==> src/rtl/instr_feeder_pkg.sv <==
// Shared opcode constants, opcode field position and feeder FSM state encoding.
// Imported by the feeder and by the control unit.
package instr_feeder_pkg;

  localparam logic [2:0] OP_MV   = 3'b000;
  localparam logic [2:0] OP_MVI  = 3'b001;
  localparam logic [2:0] OP_ADD  = 3'b010;
  localparam logic [2:0] OP_SUB  = 3'b011;
  localparam logic [2:0] OP_HALT = 3'b111;

  localparam int OP_HI = 8;
  localparam int OP_LO = 6;

  typedef enum logic [2:0] {
    IDLE,
    FETCH,
    LATCH,
    ISSUE,
    IMM_FETCH,
    IMM,
    WAIT_DONE,
    HALTED
  } state_t;

endpackage

==> src/rtl/instr_feeder_if.sv <==
// Program-memory plus Run/DIN/Done bus between feeder, memory and control unit.
// master = feeder side; slave = memory/processor side.
interface instr_feeder_if #(
  parameter int ADDR_W = 5,
  parameter int DATA_W = 9
);
  logic              Start;
  logic [ADDR_W-1:0] Addr;
  logic [DATA_W-1:0] MemData;
  logic [DATA_W-1:0] DIN;
  logic              Run;
  logic              Done;
  logic              Busy;
  logic              Halted;
  logic              Error;

  modport master (
    input  Start, MemData, Done,
    output Addr, DIN, Run, Busy, Halted, Error
  );

  modport slave (
    output Start, MemData, Done,
    input  Addr, DIN, Run, Busy, Halted, Error
  );
endinterface

==> src/rtl/instr_feeder_pc.sv <==
// Program counter: synchronous reset, load, increment enable, wraps modulo 2^ADDR_W.
// Latency: 1 cycle; no backpressure (load has priority over inc).
// Sync reset, active-high.
module instr_feeder_pc #(
  parameter int ADDR_W = 5
) (
  input  logic              Clock,
  input  logic              Reset,
  input  logic              load,
  input  logic [ADDR_W-1:0] load_val,
  input  logic              inc,
  output logic [ADDR_W-1:0] pc
);

  always_ff @(posedge Clock) begin
    if (Reset) begin
      pc <= '0;
    end else if (load) begin
      pc <= load_val;
    end else if (inc) begin
      pc <= pc + ADDR_W'(1);
    end
  end

endmodule

==> src/rtl/instr_feeder.sv <==
// Walks program memory from address 0, issuing each word on DIN with a one-cycle Run pulse.
// Latency: Start to first Run 3 cycles; Run-to-Run >= 4 (mv) / 6 (mvi).
// Backpressure: holds in WAIT_DONE until Done; INSTR_FEEDER_DONE_TIMEOUT_EN adds a sticky Done timeout.
module instr_feeder
  import instr_feeder_pkg::*;
#(
  parameter int ADDR_W       = 5,
  parameter int DATA_W       = 9,
  parameter int LAST_ADDR    = 31,
  parameter int DONE_TIMEOUT = 15
) (
  input  logic           Clock,
  input  logic           Reset,
  instr_feeder_if.master bus
);

  localparam logic [ADDR_W-1:0] LAST_PC = ADDR_W'(LAST_ADDR);

  state_t            state;
  logic [ADDR_W-1:0] pc;
  logic [ADDR_W-1:0] pc_nxt;
  logic              pc_ld;
  logic              pc_inc;
  logic              last_word;
  logic              at_end;
  logic [2:0]        mem_op;
  logic [2:0]        din_op;

`ifdef INSTR_FEEDER_DONE_TIMEOUT_EN
  localparam int CNT_W = $clog2(DONE_TIMEOUT + 1);
  logic [CNT_W-1:0] wait_cnt;
`endif

  assign mem_op = bus.MemData[OP_HI:OP_LO];
  assign din_op = bus.DIN[OP_HI:OP_LO];
  assign pc_nxt = pc + ADDR_W'(1);
  // An mvi sitting at LAST_ADDR has already advanced PC past it, so remember where it came from.
  assign at_end = (pc == LAST_PC) || last_word;

  always_comb begin
    pc_ld  = 1'b0;
    pc_inc = 1'b0;
    if (state == IDLE && bus.Start) begin
      pc_ld = 1'b1;
    end
    if (state == ISSUE && din_op == OP_MVI) begin
      pc_inc = 1'b1;
    end
    if (state == WAIT_DONE && bus.Done && !at_end) begin
      pc_inc = 1'b1;
    end
  end

  instr_feeder_pc #(.ADDR_W(ADDR_W)) u_pc (
    .Clock    (Clock),
    .Reset    (Reset),
    .load     (pc_ld),
    .load_val ('0),
    .inc      (pc_inc),
    .pc       (pc)
  );

  always_ff @(posedge Clock) begin
    if (Reset) begin
      state      <= IDLE;
      bus.Addr   <= '0;
      bus.DIN    <= '0;
      bus.Run    <= 1'b0;
      bus.Busy   <= 1'b0;
      bus.Halted <= 1'b0;
      bus.Error  <= 1'b0;
      last_word  <= 1'b0;
`ifdef INSTR_FEEDER_DONE_TIMEOUT_EN
      wait_cnt   <= '0;
`endif
    end else begin
      bus.Run <= 1'b0;
      case (state)
        IDLE: begin
          bus.Addr <= pc;
          if (bus.Start) begin
            state    <= FETCH;
            bus.Addr <= '0;
            bus.Busy <= 1'b1;
          end
        end
        FETCH: state <= LATCH;
        LATCH: begin
          last_word <= (pc == LAST_PC);
          if (mem_op == OP_HALT) begin
            state      <= HALTED;
            bus.Busy   <= 1'b0;
            bus.Halted <= 1'b1;
          end else begin
            state   <= ISSUE;
            bus.DIN <= bus.MemData;
            bus.Run <= 1'b1;
            // Present the immediate address during ISSUE so the word is on DIN by IMM.
            if (mem_op == OP_MVI) begin
              bus.Addr <= pc_nxt;
            end
          end
        end
        ISSUE: begin
          state <= (din_op == OP_MVI) ? IMM_FETCH : WAIT_DONE;
`ifdef INSTR_FEEDER_DONE_TIMEOUT_EN
          wait_cnt <= '0;
`endif
        end
        IMM_FETCH: begin
          state   <= IMM;
          bus.DIN <= bus.MemData;
        end
        IMM: begin
          state <= WAIT_DONE;
`ifdef INSTR_FEEDER_DONE_TIMEOUT_EN
          wait_cnt <= '0;
`endif
        end
        WAIT_DONE: begin
          if (bus.Done) begin
            if (at_end) begin
              state      <= HALTED;
              bus.Busy   <= 1'b0;
              bus.Halted <= 1'b1;
            end else begin
              state    <= FETCH;
              bus.Addr <= pc_nxt;
            end
          end
`ifdef INSTR_FEEDER_DONE_TIMEOUT_EN
          else if (wait_cnt == CNT_W'(DONE_TIMEOUT - 1)) begin
            state      <= HALTED;
            bus.Busy   <= 1'b0;
            bus.Halted <= 1'b1;
            bus.Error  <= 1'b1;
          end else begin
            wait_cnt <= wait_cnt + CNT_W'(1);
          end
`endif
        end
        HALTED: state <= HALTED;
        default: state <= IDLE;
      endcase
    end
  end

endmodule

==> src/flat_wrapper.sv <==
// flat-port wrapper written by rule: the top's interface ports become plain ports
module instr_feeder_flat import instr_feeder_pkg::*;
#(
  parameter int ADDR_W       = 5,
  parameter int DATA_W       = 9,
  parameter int LAST_ADDR    = 31,
  parameter int DONE_TIMEOUT = 15
)
  (Clock, Reset, bus_Start, bus_MemData, bus_Done, bus_Addr, bus_DIN, bus_Run, bus_Busy, bus_Halted, bus_Error);
  instr_feeder_if #(.ADDR_W(ADDR_W), .DATA_W(DATA_W)) bus_i ();
  input  logic Clock;
  input  logic Reset;
  input wire logic [$bits(bus_i.Start)-1:0] bus_Start;
  input wire logic [$bits(bus_i.MemData)-1:0] bus_MemData;
  input wire logic [$bits(bus_i.Done)-1:0] bus_Done;
  output wire logic [$bits(bus_i.Addr)-1:0] bus_Addr;
  output wire logic [$bits(bus_i.DIN)-1:0] bus_DIN;
  output wire logic [$bits(bus_i.Run)-1:0] bus_Run;
  output wire logic [$bits(bus_i.Busy)-1:0] bus_Busy;
  output wire logic [$bits(bus_i.Halted)-1:0] bus_Halted;
  output wire logic [$bits(bus_i.Error)-1:0] bus_Error;
  assign bus_i.Start = bus_Start;
  assign bus_i.MemData = bus_MemData;
  assign bus_i.Done = bus_Done;
  assign bus_Addr = bus_i.Addr;
  assign bus_DIN = bus_i.DIN;
  assign bus_Run = bus_i.Run;
  assign bus_Busy = bus_i.Busy;
  assign bus_Halted = bus_i.Halted;
  assign bus_Error = bus_i.Error;
  instr_feeder #(.ADDR_W(ADDR_W), .DATA_W(DATA_W), .LAST_ADDR(LAST_ADDR), .DONE_TIMEOUT(DONE_TIMEOUT)) u_core (.Clock(Clock), .Reset(Reset), .bus(bus_i));
endmodule
==> config.mk <==
export PLATFORM = sky130hd
export DESIGN_NAME = instr_feeder_flat
export DESIGN_NICKNAME = d
export VERILOG_FILES = /design/src/rtl/instr_feeder_pkg.sv /design/src/rtl/instr_feeder_if.sv /design/src/rtl/instr_feeder_pc.sv /design/src/rtl/instr_feeder.sv /design/src/flat_wrapper.sv
export SDC_FILE = /design/constraint.sdc
export NUM_CORES = 1
export LEC_CHECK = 0
export BUFFER_PORTS_ARGS = -buffer_cell sky130_fd_sc_hd__buf_2
export CAP_MARGIN = 0
export CORE_MARGIN = 1.5
export CORE_UTILIZATION = 55
export CTS_CLUSTER_SIZE = 25
export DETAILED_ROUTE_END_ITERATION = 6
export PLACE_DENSITY = 0.84
export SLEW_MARGIN = 20
export SYNTH_ARGS = -nofsm -noshare
export SYNTH_HDL_FRONTEND = slang
export SYNTH_SLANG_ARGS = --single-unit
==> constraint.sdc <==
create_clock -name Clock -period 6.18 [get_ports Clock]
set_input_delay 0 -clock Clock [delete_from_list [all_inputs] [get_ports Clock]]
set_output_delay 0 -clock Clock [all_outputs]
set_load 0.01 [all_outputs]
Yosys cells after proc, flatten, opt, wreduce, memory -nomap -nowiden. Index checks and enable logic that the tools add are counted.

Memory bits (read-only): 0. Flip-flop bits (word level): 26. Bits in latches: 0. Logic and storage cells: 72. Bits in writable memories: 0. Memories kept: 0.

Reduce and logical (&&, ||, !) cells: 17. Mux-type cells: 27. Bitwise logic cells: 1. $mul: 0. Add/sub/neg operators: 1. Div/mod/pow operators: 0. Equal/unequal tests: 18. Shifts and indexed selects: 0. Magnitude comparators: 0.

Operator list (count): 5-bit two-way mux (5); 3-bit case mux with 8 select lines (1); 9-bit case mux with 2 select lines (1); 3-bit == test (second input constant) (5); 5-bit case mux with 3 select lines (1); 3-bit two-way mux (4); 1-bit two-way mux (11); 5-bit AND reduction (2); 3-bit by 1-bit == test with 1-bit output (second input constant) (3); 9-bit two-way mux (1); 2-bit inequality test (second input constant) (4); 3-bit by 2-bit == test with 1-bit output (second input constant) (2); 2-bit by 1-bit inequality test with 1-bit output (second input constant) (3); 5-bit by 1-bit adder with 5-bit output (second input constant) (1); 5-bit == test (second input constant) (1); 1-bit logical AND (4); 2-bit AND reduction (2); 4-bit AND reduction (1); 2-bit nonzero test (2); 2-bit OR reduction (2); 3-bit logical NOT (1); 1-bit case mux with 3 select lines (1); 3-bit nonzero test (1); 2-bit two-way mux (1); 4 further kinds (4).

Longest topological paths before layout.
Depth after elaboration: 5. Depth in mapped cells: 8.

Cells and area by module. A second synthesis with hierarchy kept.

Cells, all modules: 156. Area total of the unflattened synthesis: 1342.5 µm².

Modules (own cells, without submodules): instr_feeder (cells each 128, area an instance 1086.0 µm², times used 1); instr_feeder_pc (cells each 28, area an instance 256.5 µm², times used 1).

Worst setup path before layout. No wires, ideal clock.

Kind: flip-flop to flip-flop. Start: reg u_core.u_pc.pc[0]. End: reg u_core.bus.Addr[0]. Stages on the path, launching flop included: 8. Library setup time: 0.132 ns. Required time: 6.048 ns. Data arrival time: 1.966 ns. Path slack: 4.083 ns. Buffers on the path: 0. Path through: dfxtp_1 > ha_1 > and3_1 > ha_1 > or3b_1 > a311oi_4 > o211a_1 > nor3_1.

Word-level cells in the longest chain between the ends: 4. Elaborated cells between the ends (all ways): 11. Classes of those cells: add/sub: 1; eq/ne: 2; mux: 6; reduce/logical: 2.

RTL lines: from (decl) (RTL line instr_feeder_pc.sv:12) `output logic [ADDR_W-1:0] pc`; from (signal assigned) (RTL line instr_feeder_pc.sv:19) `pc <= load_val;`; from (signal assigned) (RTL line instr_feeder_pc.sv:21) `pc <= pc + ADDR_W'(1);`; 5-bit by 1-bit adder with 5-bit output or 5-bit == test (tied branches) (RTL line instr_feeder.sv:36, instr_feeder.sv:38); 5-bit two-way mux, or another cell as far along (RTL line instr_feeder.sv:122) `if (at_end) begin`; 5-bit two-way mux, or another cell as far along (RTL line instr_feeder.sv:121) `if (bus.Done) begin`; 5-bit case mux with 3 select lines or 5-bit AND reduction (tied branches); to (signal assigned) (RTL line instr_feeder.sv:80) `bus.Addr <= pc;`; to (signal assigned) (RTL line instr_feeder.sv:100) `bus.Addr <= pc_nxt;`; to (signal assigned) (RTL line instr_feeder.sv:128) `bus.Addr <= pc_nxt;`; to (decl) (RTL line instr_feeder_if.sv:19) `output Addr, DIN, Run, Busy, Halted, Error`.

Parallel ways exist; a longest one is shown, timed or not. The select of a mux whose other input is x is not followed. A chain may end at the register's enable or synchronous reset.

Worst setup path in the final report.
Start: reg u_core.u_pc.pc[0]. End: reg u_core.bus.Addr[2].

The elaborated chain is that of the path after synthesis.

==> reports/qor.yml <==
cts:
  htreeDepth: 1
  cts_buffer_depth: 2
  clkSinkCount: 26
  cts_root_buf: "clkbuf_4"
  cts_tree: "built"
  clock_latency_ps: 320
  path_clk_slew_ps: 140
  cts_setup_buffers: 0
  cts_made_buffers: 3
  holdBufCountCts: 8
  cts_resized: 0
floorplan:
  die-width_um: 51.6
  dieArea_um2: 2670
  initial_core_util: 0.583
  core-area_um2: 2230
  die_h_um: 51.6
  io_pins: 31
  fp-row-count: 17
placement:
  placedInstanceArea_um2: 1440
  port_buffers: 29
  dp_cells: 195
  gp_congestion: 0.839
  dpl.hpwl_mm: 1.84
sta:
  skew_ps: 6.35
  setup_viol: 0
  worst_pin_slew_ps: 762
  rsz0062_at_grt: "false"
  hold_viol_final: 0
  drv_slew: 0
  slew-limit-headroom: 0.479
  tns_ps: 0
  finalCriticalPeriod_ps: 2270
  finalCritPeriodShare: 0.367
  fmax_mhz: 441
yosys:
  synth_top_cells_by_count: "dfxtp_1, nand2b_1, nor2_1, mux2i_1, a21oi_1"
  synth_nets: 162
  synth_edf_count: 0
  synth.cell_area_um2: 1300
  yosysSeqAreaShare: 0.400
  synth_async_sr_flop_share: 0
  synth-seq-cells: 26
  synthTopCellsByArea: "dfxtp_1, nand2b_1, mux2i_1"
  synthCells: 147
  synth_area_per_cell_um2: 8.85
  synth_top_area_cell: "dfxtp_1"
  synth.most_common_cell: "dfxtp_1"
  yosys_warnings: 0
  synth_top_area_frac: 0.400
  synthFlopType: "dfxtp_1"
  synth_cell_types: 39
detailed_routing:
  wl_mm: 2.91
  num_vias: 1166
  drc: 0
  drt-pass1-iter-count: 4
  routed_via_density: 5.63
  wl_per_cell_um: 14.0
  antenna_left: 0
  drt-initial-drc-count: 38
pwr:
  finalPower_uw: 403
  power_leakage_uw: 0.000663
  max-vdd-ir-drop_mv: 0.176
  power_density_nw_per_um2: 256
flow_run:
  cap_violations: 0
global_route:
  grt_pass1_vias: 1107
  grt_pass1_wl_mm: 4.85
  grt-ovfl-total: 0
  grt_usage: 0.248
  grt_antenna_before_repair: 0
  grt_max_degree: 31
run_status:
  status: "finished, final reports clean"
worst_setup_path:
  cp_max_fo: 10
  timing.critical_path.arrival_ps: 2520
  critPathLaunchType: "flip-flop"
  crit_required_ps: 6430
  crit_type: "flip-flop to flip-flop"
  end_kind: "flip-flop"
cells_and_area:
  n_antenna_cell: 0
  fin_cells: 207
  area_growth_pct: 21.0
  num-nets-final: 195
  layout-drive-gt1-share: 0.207
  postLayoutCellArea_um2: 1570
hold_path:
  hold_class: "primary input to flip-flop"
## final timing paths
path	start	endpoint	slack, ps	depth (start not counted)
min reg2reg	u_core.bus.DIN[4]$_SDFFE_PP0P_	u_core.bus.DIN[4]$_SDFFE_PP0P_	480	2
max reg2reg	u_core.u_pc.pc[0]$_SDFFE_PP0P_	u_core.bus.Addr[2]$_SDFFE_PP0P_	3910	7
max	u_core.u_pc.pc[0]$_SDFFE_PP0P_	u_core.bus.Addr[2]$_SDFFE_PP0P_	3910	7
min	bus_MemData[8]	u_core.bus.DIN[8]$_SDFFE_PP0P_	70	4
## layout make-up
type	count	area, um^2
tap	28	35.0
inverter	1	3.75
clock buffer	3	22.5
timing repair buffer	37	225
fill	171	659
multi-input combinational	111	737
sequential	26	520
clock inverter	1	30.0
## power breakdown
| group | internal, uW | switching (uW) | leakage [uW] |
|---|---|---|---|
| Sequential | 183 | 14.5 | 0.000212 |
| Clock | 65.6 | 50.6 | 0.0000279 |
| Combinational | 41.7 | 47.4 | 0.000423 |
| Total | 290 | 113 | 0.000663 |
## cell usage in the layout, fill, tap and decap left out, types with 2 or more instances in the layout
cell type      instances
buf_2                 29
dfxtp_1               26
nand2b_1              21
nor2_1                16
mux2i_1               11
a21oi_1               10
nor3_1                 8
dlygate4sd3_1          8
o21ai_0                5
nor2b_1                4
a211oi_1               4
clkbuf_4               3
or3_1                  2
nand3_1                2
a2111oi_0              2
nand2_1                2
nor3b_1                2
ha_1                   2
## cells by family after synthesis
group / after synthesis / synth area share
AOI/OAI and AO/OA: 29 / 0.157
xor gates and xnor gates: 1 / 0.00673
adders and majority gates: 2 / 0.0192
buffers and inverters: 10 / 0.0337
DFF: 26 / 0.400
muxes: 11 / 0.0846
other: 1 / 0.00288
and+or+nand+nor: 67 / 0.296
## sequential cells by signal, indices dropped and copies added, names as in the netlist
name               cells
u_core.bus.DIN         9
u_core.bus.Addr        5
u_core.u_pc.pc         5
u_core.state           3
u_core.bus.Busy        1
u_core.bus.Halted      1
u_core.bus.Run         1
u_core.last_word       1
## critical path: stages (launching register included)
cell and delay (ps):
dfxtp_1 380, ha_1 240, and3_1 200, ha_1 220, or3b_1 400, a311oi_4 460, nor2_1 90, a211oi_1 210
## per-stage QoR
step	setup slack [ps]	util	hold slack [ps]
after floorplan	4080	-	155
after global placement	4010	0.645	262
after detailed placement	3930	0.645	270
after CTS	3910	0.705	55.3
after global routing	3710	0.705	77.4
final	3910	0.705	65.4
## metal layers
layer / wire (um) / global-route usage / share of wire / vias up
li1: - / - / - / 578
met1: 1210 / 0.284 / 0.41 / 522
met2: 1420 / 0.425 / 0.49 / 54
met3: 182 / 0.0489 / 0.063 / 12
met4: 102 / 0.145 / 0.035 / 0
met5: 0 / 0 / 0 / -
(Power assumes the default switching activity.)
